**config.mk**
```make
export PLATFORM = sky130hd
export DESIGN_NAME = udp_stream_parser
export DESIGN_NICKNAME = d
export VERILOG_FILES = /design/src/rtl/udp_stream_parser_pkg.sv /design/src/rtl/udp_stream_parser_csum.sv /design/src/rtl/udp_stream_parser.sv
export SDC_FILE = /design/constraint.sdc
export NUM_CORES = 1
export LEC_CHECK = 0
export BUFFER_PORTS_ARGS = -buffer_cell sky130_fd_sc_hd__buf_4
export CORE_ASPECT_RATIO = 0.6
export CORE_MARGIN = 2
export CORE_UTILIZATION = 47
export DETAILED_ROUTE_END_ITERATION = 6
export HOLD_SLACK_MARGIN = 0.1
export PLACE_DENSITY = 0.68
export REMOVE_ABC_BUFFERS = 1
export SYNTH_ARGS = -nofsm -noshare
export SYNTH_HDL_FRONTEND = slang
export SYNTH_HIERARCHICAL = 1
export SYNTH_SLANG_ARGS = --single-unit
```
**constraint.sdc**
```tcl
create_clock -name clock -period 30.6 [get_ports clock]
set_input_delay 9.18 -clock clock [delete_from_list [all_inputs] [get_ports clock]]
set_output_delay 9.18 -clock clock [all_outputs]
set_load 0.005 [all_outputs]
```
**src/rtl/udp_stream_parser_pkg.sv**
```systemverilog
// Shared types and constants for the Ethernet/IPv4/UDP stream parser:
// FSM state encoding, header lengths, protocol defaults and field byte offsets.
package udp_parser_pkg;

    typedef enum logic [2:0] {
        S_IDLE,
        S_ETH_HDR,
        S_IP_HDR,
        S_UDP_HDR,
        S_PAYLOAD,
        S_DRAIN
    } parser_state_t;

    localparam logic [15:0] ETH_HDR_LEN    = 16'd14;
    localparam logic [15:0] IP_HDR_MIN_LEN = 16'd20;
    localparam logic [15:0] UDP_HDR_LEN    = 16'd8;

    localparam logic [15:0] ETH_TYPE_IPV4_DFLT = 16'h0800;
    localparam logic [3:0]  IP_VERSION_DFLT    = 4'h4;
    localparam logic [7:0]  UDP_PROTOCOL_DFLT  = 8'h11;

    // Byte offsets within each header layer
    localparam logic [15:0] ETH_TYPE_OFS = 16'd12;
    localparam logic [15:0] IP_PROTO_OFS = 16'd9;
    localparam logic [15:0] IP_SRC_OFS   = 16'd12;
    localparam logic [15:0] IP_DST_OFS   = 16'd16;
    localparam logic [15:0] UDP_SRC_OFS  = 16'd0;
    localparam logic [15:0] UDP_DST_OFS  = 16'd2;
    localparam logic [15:0] UDP_LEN_OFS  = 16'd4;

endpackage

```
**src/rtl/udp_stream_parser_csum.sv**
```systemverilog
// Byte-serial ones-complement accumulator for the IPv4 header checksum.
// Only built when UDP_PARSER_IP_CSUM_EN is defined.
`ifdef UDP_PARSER_IP_CSUM_EN
module ip_csum_acc (
    input  logic       clock,
    input  logic       reset,
    input  logic       clear,
    input  logic       en,
    input  logic [7:0] byte_in,
    output logic       sum_ok
);

    logic [15:0] sum;
    logic [7:0]  hi_byte;
    logic        odd;
    logic [16:0] raw;
    logic [15:0] folded;

    // sum_ok looks ahead at the word completed by the current low byte,
    // so it is valid on the cycle the last header byte is presented.
    assign raw    = {1'b0, sum} + {1'b0, hi_byte, byte_in};
    assign folded = raw[15:0] + {15'd0, raw[16]};
    assign sum_ok = odd && (folded == 16'hFFFF);

    always_ff @(posedge clock or posedge reset) begin
        if (reset) begin
            sum     <= 16'd0;
            hi_byte <= 8'd0;
            odd     <= 1'b0;
        end else if (clear) begin
            sum     <= 16'd0;
            hi_byte <= 8'd0;
            odd     <= 1'b0;
        end else if (en) begin
            if (!odd) begin
                hi_byte <= byte_in;
                odd     <= 1'b1;
            end else begin
                sum <= folded;
                odd <= 1'b0;
            end
        end
    end

endmodule
`endif

```
**src/rtl/udp_stream_parser.sv**
```systemverilog
// Ethernet/IPv4/UDP byte-stream parser: validates headers, publishes fields and
// forwards only the UDP payload. Optional IPv4 checksum check: UDP_PARSER_IP_CSUM_EN.
module udp_stream_parser
    import udp_parser_pkg::*;
#(
    parameter logic [15:0] ETH_TYPE_IPV4    = ETH_TYPE_IPV4_DFLT,
    parameter logic [3:0]  IP_VERSION_DEF   = IP_VERSION_DFLT,
    parameter logic [7:0]  UDP_PROTOCOL_DEF = UDP_PROTOCOL_DFLT,
    parameter int          CNT_WIDTH        = 16
) (
    input  logic                 clock,
    input  logic                 reset,
    input  logic [7:0]           din,
    input  logic                 in_sof,
    input  logic                 in_eof,
    input  logic                 in_empty,
    output logic                 in_rd_en,
    input  logic                 out_full,
    output logic                 out_wr_en,
    output logic [7:0]           out_dout,
    output logic                 out_sof,
    output logic                 out_eof,
    output logic                 hdr_valid,
    output logic [31:0]          ip_src,
    output logic [31:0]          ip_dst,
    output logic [15:0]          udp_src_port,
    output logic [15:0]          udp_dst_port,
    output logic [15:0]          udp_len,
    output logic [CNT_WIDTH-1:0] frame_count,
    output logic [CNT_WIDTH-1:0] drop_count,
    output logic [CNT_WIDTH-1:0] err_count,
    output parser_state_t        fsm_state
);

    parser_state_t state;
    logic [15:0]   byte_cnt;
    logic [5:0]    ip_len;
    logic [15:0]   pay_len;
    logic [7:0]    eth_type_hi;
    logic [31:0]   ip_src_sh, ip_dst_sh;
    logic [15:0]   sport_sh, dport_sh, ulen_sh;
    logic          hdr_last, hdr_reject, pay_last, csum_ok;

    function automatic logic [CNT_WIDTH-1:0] sat_inc(input logic [CNT_WIDTH-1:0] v);
        return (&v) ? v : v + {{(CNT_WIDTH-1){1'b0}}, 1'b1};
    endfunction

    // Handshake: a byte moves whenever the source is non-empty; only the payload
    // path waits for downstream space. Writes are never issued without a pop.
    assign in_rd_en  = !reset && !in_empty && (state != S_PAYLOAD || !out_full);
    assign pay_last  = (byte_cnt == pay_len - 16'd1);
    assign out_wr_en = in_rd_en && (state == S_PAYLOAD) && !in_sof;
    assign out_dout  = (state == S_PAYLOAD) ? din : 8'h00;
    assign out_sof   = out_wr_en && (byte_cnt == 16'd0);
    assign out_eof   = out_wr_en && (pay_last || in_eof);
    assign fsm_state = state;

`ifdef UDP_PARSER_IP_CSUM_EN
    ip_csum_acc u_csum (
        .clock   (clock),
        .reset   (reset),
        .clear   (state != S_IP_HDR),
        .en      (in_rd_en && (state == S_IP_HDR)),
        .byte_in (din),
        .sum_ok  (csum_ok)
    );
`else
    assign csum_ok = 1'b1;
`endif

    always_comb begin
        hdr_last   = 1'b0;
        hdr_reject = 1'b0;
        case (state)
            S_ETH_HDR: begin
                hdr_last   = (byte_cnt == ETH_HDR_LEN - 16'd1);
                hdr_reject = hdr_last && ({eth_type_hi, din} != ETH_TYPE_IPV4);
            end
            S_IP_HDR: begin
                hdr_last = (byte_cnt == {10'd0, ip_len} - 16'd1);
                if (byte_cnt == 16'd0)
                    hdr_reject = (din[7:4] != IP_VERSION_DEF) ||
                                 ({10'd0, din[3:0], 2'b00} < IP_HDR_MIN_LEN);
                else if (byte_cnt == IP_PROTO_OFS)
                    hdr_reject = (din != UDP_PROTOCOL_DEF);
                else if (hdr_last)
                    hdr_reject = !csum_ok;
            end
            S_UDP_HDR: begin
                hdr_last = (byte_cnt == UDP_HDR_LEN - 16'd1);
                if (byte_cnt == UDP_LEN_OFS + 16'd1)
                    hdr_reject = ({ulen_sh[15:8], din} < UDP_HDR_LEN);
            end
            default: ;
        endcase
    end

    // Shadow copies collect fields while the header streams in; they are only
    // published once the whole header has been accepted.
    always_ff @(posedge clock or posedge reset) begin
        if (reset) begin
            eth_type_hi <= 8'd0;
            ip_len      <= 6'd0;
            ip_src_sh   <= 32'd0;
            ip_dst_sh   <= 32'd0;
            sport_sh    <= 16'd0;
            dport_sh    <= 16'd0;
            ulen_sh     <= 16'd0;
        end else if (in_rd_en) begin
            if (state == S_ETH_HDR && byte_cnt == ETH_TYPE_OFS)
                eth_type_hi <= din;
            if (state == S_IP_HDR) begin
                if (byte_cnt == 16'd0)
                    ip_len <= {din[3:0], 2'b00};
                if (byte_cnt >= IP_SRC_OFS && byte_cnt < IP_SRC_OFS + 16'd4)
                    ip_src_sh <= {ip_src_sh[23:0], din};
                if (byte_cnt >= IP_DST_OFS && byte_cnt < IP_DST_OFS + 16'd4)
                    ip_dst_sh <= {ip_dst_sh[23:0], din};
            end
            if (state == S_UDP_HDR) begin
                if (byte_cnt >= UDP_SRC_OFS && byte_cnt < UDP_SRC_OFS + 16'd2)
                    sport_sh <= {sport_sh[7:0], din};
                if (byte_cnt >= UDP_DST_OFS && byte_cnt < UDP_DST_OFS + 16'd2)
                    dport_sh <= {dport_sh[7:0], din};
                if (byte_cnt >= UDP_LEN_OFS && byte_cnt < UDP_LEN_OFS + 16'd2)
                    ulen_sh <= {ulen_sh[7:0], din};
            end
        end
    end

    always_ff @(posedge clock or posedge reset) begin
        if (reset) begin
            state        <= S_IDLE;
            byte_cnt     <= 16'd0;
            pay_len      <= 16'd0;
            hdr_valid    <= 1'b0;
            ip_src       <= 32'd0;
            ip_dst       <= 32'd0;
            udp_src_port <= 16'd0;
            udp_dst_port <= 16'd0;
            udp_len      <= 16'd0;
            frame_count  <= '0;
            drop_count   <= '0;
            err_count    <= '0;
        end else begin
            hdr_valid <= 1'b0;
            if (in_rd_en) begin
                if (in_sof && state != S_IDLE) begin
                    // A new frame start aborts whatever was in progress
                    err_count <= sat_inc(err_count);
                    state     <= in_eof ? S_IDLE : S_ETH_HDR;
                    byte_cnt  <= in_eof ? 16'd0 : 16'd1;
                end else begin
                    case (state)
                        S_IDLE: begin
                            if (in_sof) begin
                                if (in_eof) begin
                                    err_count <= sat_inc(err_count);
                                end else begin
                                    state    <= S_ETH_HDR;
                                    byte_cnt <= 16'd1;
                                end
                            end
                        end
                        S_ETH_HDR, S_IP_HDR, S_UDP_HDR: begin
                            if (hdr_reject) begin
                                drop_count <= sat_inc(drop_count);
                                state      <= in_eof ? S_IDLE : S_DRAIN;
                                byte_cnt   <= 16'd0;
                            end else if (hdr_last) begin
                                byte_cnt <= 16'd0;
                                if (state == S_ETH_HDR || state == S_IP_HDR) begin
                                    if (in_eof) begin
                                        err_count <= sat_inc(err_count);
                                        state     <= S_IDLE;
                                    end else begin
                                        state <= (state == S_ETH_HDR) ? S_IP_HDR : S_UDP_HDR;
                                    end
                                end else begin
                                    hdr_valid    <= 1'b1;
                                    frame_count  <= sat_inc(frame_count);
                                    ip_src       <= ip_src_sh;
                                    ip_dst       <= ip_dst_sh;
                                    udp_src_port <= sport_sh;
                                    udp_dst_port <= dport_sh;
                                    udp_len      <= ulen_sh;
                                    pay_len      <= ulen_sh - UDP_HDR_LEN;
                                    if (in_eof) begin
                                        if (ulen_sh != UDP_HDR_LEN)
                                            err_count <= sat_inc(err_count);
                                        state <= S_IDLE;
                                    end else begin
                                        state <= (ulen_sh == UDP_HDR_LEN) ? S_DRAIN : S_PAYLOAD;
                                    end
                                end
                            end else if (in_eof) begin
                                err_count <= sat_inc(err_count);
                                state     <= S_IDLE;
                                byte_cnt  <= 16'd0;
                            end else begin
                                byte_cnt <= byte_cnt + 16'd1;
                            end
                        end
                        S_PAYLOAD: begin
                            if (pay_last || in_eof) begin
                                if (in_eof && !pay_last)
                                    err_count <= sat_inc(err_count);
                                state    <= in_eof ? S_IDLE : S_DRAIN;
                                byte_cnt <= 16'd0;
                            end else begin
                                byte_cnt <= byte_cnt + 16'd1;
                            end
                        end
                        default: begin
                            if (in_eof)
                                state <= S_IDLE;
                        end
                    endcase
                end
            end
        end
    end

endmodule

```
==> results.tsv, run 1 <==
stage	metric	value	unit
clock_tree	cts_resized	0	
global_routing	use_met1	0.342	
detailed_routing	first_pass_iters	5	
clock_tree	cts-hold-fix-buffers	0	
clock_tree	clock-root-buffer	clkbuf_16	
detailed_routing	vias_per_cell	5.57	
worst_setup_path	path_max_fanout	12	
worst_setup_path	r2r-start	byte_cnt[13]	
die	coreArea	30000	sq um
timing	tightest_slew	1.20	ns
timing	tns	0	ns
cells_and_area	antennaDiodeCount	0	
synthesis	synth_cell_types	71	
global_routing	grt_max_degree	197	
detailed_routing	drc	0	
synthesis	synth-edff-count	0	
cells_and_area	finalNetCount	1349	
global_routing	use_met2	0.285	
hold_path	hp-class	register to register	
worst_setup_path	crit_family	buffers and inverters	
flow_run	maxCapViolCount	0	
timing	setup_viol	0	
place	dp_hpwl	22600	um
pwr	finalPower	0.891	mW
die	die_area	31900	sq um
worst_setup_path	critPathMostFrequentCell	buf_4	
pwr	vdd_drop_max	39.0	uV
timing	rsz0062_at_grt	false	
worst_setup_path	crit_required	21.42	ns
worst_setup_path	crit_chain	buf_4 > a311o_1 > clkinv_1 > buf_4	
global_routing	use_met3	0.0415	
global_routing	grt_pass1_vias	9510	
global_routing	top_usage_layer	met1	
place	gp_congestion	0.928	
worst_setup_path	critPathBufInv	3	
cells_and_area	area_growth_syn_to_layout	19.0	%
clock_tree	cts_buffer_depth	3	
timing	fmax	50.9	MHz
place	place_inst	1702	
worst_setup_path	critical_path.max_stage_delay	0.53	ns
clock_tree	clkTransAtPathRegs	0.06	ns
detailed_routing	wl_per_cell	18.8	um
worst_setup_path	cpMaxStageDelayCell	a311o_1	
clock_tree	cts_made_buffers	30	
synthesis	async_reset_ff_frac	1.00	
synthesis	netlist_instances	1164	
cells_and_area	final_cells	1755	
global_routing	grt_pass1_wl	53900	um
timing	min_period	19.66	ns
synthesis	synth_area	14300	sq um
pwr	power-per-cell-area	52.3	nW/um^2
timing	finalHoldViolCount	0	
detailed_routing	dr.first_iter.drc_count	670	
clock_tree	insertion_delay	0.55	ns
worst_setup_path	worstPathArrival	10.48	ns
detailed_routing	ant_nets	0	
clock_tree	cts_sinks	317	
clock_tree	cts_tree	yes	
timing	hold_slack	0.493	ns
timing	relSlewSlack	0.195	
timing	finalCritPeriodShare	0.642	
synthesis	synth_seq_cells	317	
worst_setup_path	cp-start-kind	input port	
pwr	p_leak	8.59	nW
synthesis	yosysWarnings	6	
die	num_rows	49	
detailed_routing	totalWireLength	33000	um
detailed_routing	via_count	9777	
timing	drv_slew	0	
die	ios	190	
synthesis	synth.avg_cell_area	12.3	sq um
global_routing	grtUsageTotal	0.209	
worst_setup_path	worstSetupStartpoint	out_full	
worst_setup_path	worstSetupEndpointType	output pin	
hold_path	hp-start	err_count[5]	
die	initial_utilization	0.477	
global_routing	overflow	0	
global_routing	antenna_found_initial	0	
synthesis	yosysSeqAreaShare	0.554	
cells_and_area	drive_gt1_frac	0.371	
place	port-buffer-count	189	
cells_and_area	nFillCells	2510	
clock_tree	postCtsSetupRepairBufs	0	
timing	finalClockSkew	0.0117	ns
die	die_h	139	um
synthesis	ys.flop_type	dfrtp_1	
cells_and_area	final_util	0.568	
worst_setup_path	worstSetupPathType	input port to output pin	
die	die_x	229	um
clock_tree	cts_max_level	1	
run_status	status	completed	
-- power by group --
| part | total (mW) | switching, mW | internal (mW) |
|---|---|---|---|
| Clock | 0.384 | 0.156 | 0.228 |
| Sequential | 0.440 | 0.0147 | 0.425 |
| Combinational | 0.0669 | 0.0424 | 0.0245 |
-- final timing paths --
path                       slack [ns]  cells after the start            end
max in group asynchronous       20.21                      3   ip_dst_sh[8]
max reg2reg                     26.14                      9      ip_dst[4]
min reg2reg                      0.49                      1   err_count[5]
max                             10.94                      4       in_rd_en
min                              0.49                      1   err_count[5]
min in group asynchronous        8.79                      2  drop_count[0]
-- cell type report --
type                            count  area, sq um  share of cell area
Sequential cell                   317         7930               0.466
Multi-Input combinational cell    752         5950               0.349
Clock inverter                      7          100             0.00588
Timing Repair Buffer              196         1480              0.0871
Tap cell                          408          510              0.0300
Clock buffer                       46          942              0.0553
Inverter                           29          116             0.00683
-- state kept, by name (all words and copies together), names as in the netlist, 32 cells and up --
signal and count:
ip_dst 32, ip_src_sh 32, ip_dst_sh 32, ip_src 32
-- cell usage after synthesis, types with 10 or more instances --
| library cell | number | area, sq um |
|---|---|---|
| xor2_1 | 35 | 307 |
| buf_2 | 21 | 105 |
| nor4_1 | 18 | 113 |
| o21ai_0 | 28 | 140 |
| nor3_1 | 31 | 155 |
| nand3_1 | 33 | 165 |
| xnor2_1 | 32 | 280 |
| nor2_1 | 71 | 267 |
| buf_4 | 16 | 120 |
| nor2b_1 | 10 | 62.6 |
| nand2_1 | 53 | 199 |
| mux2_2 | 238 | 2680 |
| a21oi_1 | 26 | 130 |
| dfrtp_1 | 317 | 7930 |
| clkbuf_1 | 26 | 97.6 |
| and3_1 | 22 | 138 |
| nand4_1 | 23 | 144 |
| inv_1 | 28 | 105 |
-- layer usage --
metal / vias up / part of all wire
met3: 45 / 0.062
li1: 4494 / -
met4: 0 / 0.017
met1: 4951 / 0.51
met2: 287 / 0.41
met5: - / 0
-- cells in the final DEF, fill, tap and decap left out, drive strengths merged, types with 22 or more instances in the layout --
cell and count:
dfrtp 317, mux2 241, nor2 71, clkbuf 46
nand3 33, o21ai 30, and3 22, a21oi 27
nand2 53, nor3 31, nand4 23, inv 28
buf 196, xnor2 32, xor2 35
-- metrics by stage --
stage	setup slack, ns	cell area [sq um]
6_report	10.94	17000
5_1_grt	10.83	17000
4_1_cts	10.96	17000
3_5_place_dp	10.97	16000
3_3_place_gp	11.02	16000
2_1_floorplan	11.27	14000
-- kinds of logic (layout without fill, tap and decap cells) --
kind of cell             Yosys count  count (layout)  share of synthesized area
buffers and inverters             95             278                     0.0315
multiplexers                     243             243                      0.191
AO/OA/AOI/OAI                    120             120                     0.0576
AND/OR/NAND/NOR                  313             313                      0.117
flip-flops                       317             317                      0.554
XOR/XNOR                          67              67                     0.0410
adder cells (fa/ha/maj)            9               9                    0.00787
Note: power is estimated with default switching activity, not from simulation.
==> run 2: changes to the inputs <==
- PLACE_DENSITY: 0.68 -> 0.71
- clock period: 30.6 -> 16.1 ns (I/O delays scaled with it)
==> results.tsv, run 2 (synthesis gave the netlist of run 1 again) <==
stage	metric	value	unit	change
timing	finalCritPeriodShare	0.682		
timing	relSlewSlack	0.198		was 0.195
pwr	vdd_drop_max	92.6	uV	was 39.0 uV
worst_setup_path	cp-start-kind	input port		unchanged
clock_tree	cts_sinks	317		unchanged
timing	rsz0062_at_grt	false		unchanged
global_routing	overflow	0		unchanged
global_routing	use_met3	0.0516		was 0.0415
clock_tree	cts_buffer_depth	3		unchanged
detailed_routing	vias_per_cell	5.58		was 5.57
cells_and_area	nFillCells	2460		was 2510
hold_path	hp-class	register to register		unchanged
cells_and_area	fin_area	17100	sq um	was 17000 sq um
pwr	internal_power	1.30	mW	was 0.678 mW
worst_setup_path	crit_required	11.27	ns	was 21.42 ns
timing	min_period	10.99	ns	
detailed_routing	totalWireLength	33300	um	was 33000 um
die	coreArea	30000	sq um	unchanged
global_routing	grt_pass1_wl	54200	um	was 53900 um
detailed_routing	drc	0		unchanged
timing	finalHoldViolCount	0		unchanged
timing	finalClockSkew	0.0201	ns	was 0.0117 ns
detailed_routing	dr.first_iter.drc_count	757		was 670
timing	setup_viol	0		unchanged
timing	tns	0	ns	unchanged
place	gp_congestion	0.879		was 0.928
global_routing	top_usage_layer	met1		unchanged
clock_tree	cts_max_level	1		unchanged
pwr	p_leak	8.58	nW	was 8.59 nW
die	die_h	139	um	unchanged
flow_run	maxCapViolCount	0		unchanged
timing	drv_slew	0		unchanged
pwr	pwr-share-seq	0.487		was 0.494
global_routing	use_met1	0.333		was 0.342
global_routing	grt_max_degree	178		was 197
global_routing	antenna_found_initial	0		unchanged
detailed_routing	via_count	9824		was 9777
global_routing	grt_pass1_vias	9669		was 9510
clock_tree	clock-root-buffer	clkbuf_16		unchanged
timing	tightest_slew	1.20	ns	about the same
global_routing	use_met2	0.289		was 0.285
die	ios	190		unchanged
clock_tree	clkTransAtPathRegs	0.07	ns	was 0.06 ns
place	dp_hpwl	22200	um	was 22600 um
place	dpl_cell_area	16000	sq um	about the same
cells_and_area	multi_input_area	5950	sq um	unchanged
die	die_area	31900	sq um	unchanged
cells_and_area	layout_commonest_cell	dfrtp_1		unchanged
cells_and_area	area_growth_syn_to_layout	19.2	%	was 19.0%
die	die_x	229	um	unchanged
timing	worst_slack	5.11	ns	was 10.94 ns
clock_tree	cts-hold-fix-buffers	0		unchanged
detailed_routing	ant_nets	0		unchanged
worst_setup_path	worstSetupPathType	input port to output pin		unchanged
pwr	power-per-cell-area	101	nW/um^2	was 52.3 nW/um^2
clock_tree	insertion_delay	0.58	ns	was 0.55 ns
worst_setup_path	worstPathArrival	6.16	ns	was 10.48 ns
pwr	power_switching	0.423	mW	was 0.213 mW
clock_tree	cts_made_buffers	31		was 30
cells_and_area	antennaDiodeCount	0		unchanged
detailed_routing	first_pass_iters	5		unchanged
clock_tree	cts_tree	yes		unchanged
worst_setup_path	path_max_fanout	12		unchanged
cells_and_area	finalNetCount	1349		unchanged
cells_and_area	layout_common_cells	dfrtp_1, mux2_2, buf_4, nor2_1, nand2_1		unchanged
die	num_rows	49		unchanged
cells_and_area	final-seq-area	7930	sq um	unchanged
clock_tree	postCtsSetupRepairBufs	0		unchanged
die	initial_utilization	0.477		unchanged
clock_tree	cts_resized	0		unchanged
run_status	status	completed		unchanged
detailed_routing	wl_per_cell	18.9	um	was 18.8 um
cells_and_area	drive_gt1_frac	0.369		was 0.371
place	dpl_worst_slack	5.17	ns	was 10.97 ns
pwr	combPwrFrac	0.074		was 0.075
pwr	p_sw_frac	0.246		was 0.239
pwr	pwr-share-clk	0.439		was 0.431
place	port-buffer-count	189		unchanged
timing	hold_slack	0.497	ns	was 0.493 ns
global_routing	grtUsageTotal	0.211		was 0.209
timing	fmax	91.0	MHz	
worst_setup_path	worstSetupEndpointType	output pin		unchanged
==> run 2: worst paths after layout <==
path                                start             end  slack (ns)  cells after the start
setup / recovery                 in_empty         out_sof        5.11                      5
min in group asynchronous           reset  drop_count[15]        4.38                      2
max in group asynchronous           reset   ip_dst_sh[30]        9.89                      3
hold reg to reg            drop_count[15]  drop_count[15]        0.50                      1
setup reg to reg               udp_len[0]    byte_cnt[13]       12.00                     10
hold / removal             drop_count[15]  drop_count[15]        0.50                      1
==> run 2: power groups by stage <==
stage | Clock, mW | Sequential [mW] | Combinational [mW]
6_report | 0.755 | 0.837 | 0.127
5_1_grt | 0.810 | 0.839 | 0.142
4_1_cts | 0.775 | 0.836 | 0.127
3_5_place_dp | 0 | 0.850 | 0.126
3_3_place_gp | 0 | 0.850 | 0.125
2_1_floorplan | 0 | 0.841 | 0.0782
==> run 2: stage by stage <==
stage	total power, mW	instances	utilization
floorplan	0.919	1098	-
finish	1.72	1759	0.569
detailed placement	0.976	1701	0.534
global route	1.79	1759	0.569
global placement	0.974	1701	0.534
CTS	1.74	1759	0.569
==> run 2: critical path, stage by stage <==
cell and delay [ns]:
buf_4 0.11, a311o_1 0.53, nor3_1 0.33, and4_1 0.25, buf_4 0.11
==> run 2: layout make-up <==
type                    count  area share
clock buffers              44      0.0507
clock inverters            14      0.0119
inverters                  29     0.00682
multi-input cells         752       0.349
flip-flops and latches    317       0.465
well taps                 408      0.0299
repair buffers            195      0.0872
==> run 2: metal layers <==
layer / up-vias / share of wire / routed length (um)
met5: - / 0 / 0
met2: 293 / 0.41 / 13600
met4: 0 / 0.020 / 681
li1: 4531 / - / -
met1: 4951 / 0.51 / 16800
met3: 49 / 0.065 / 2160
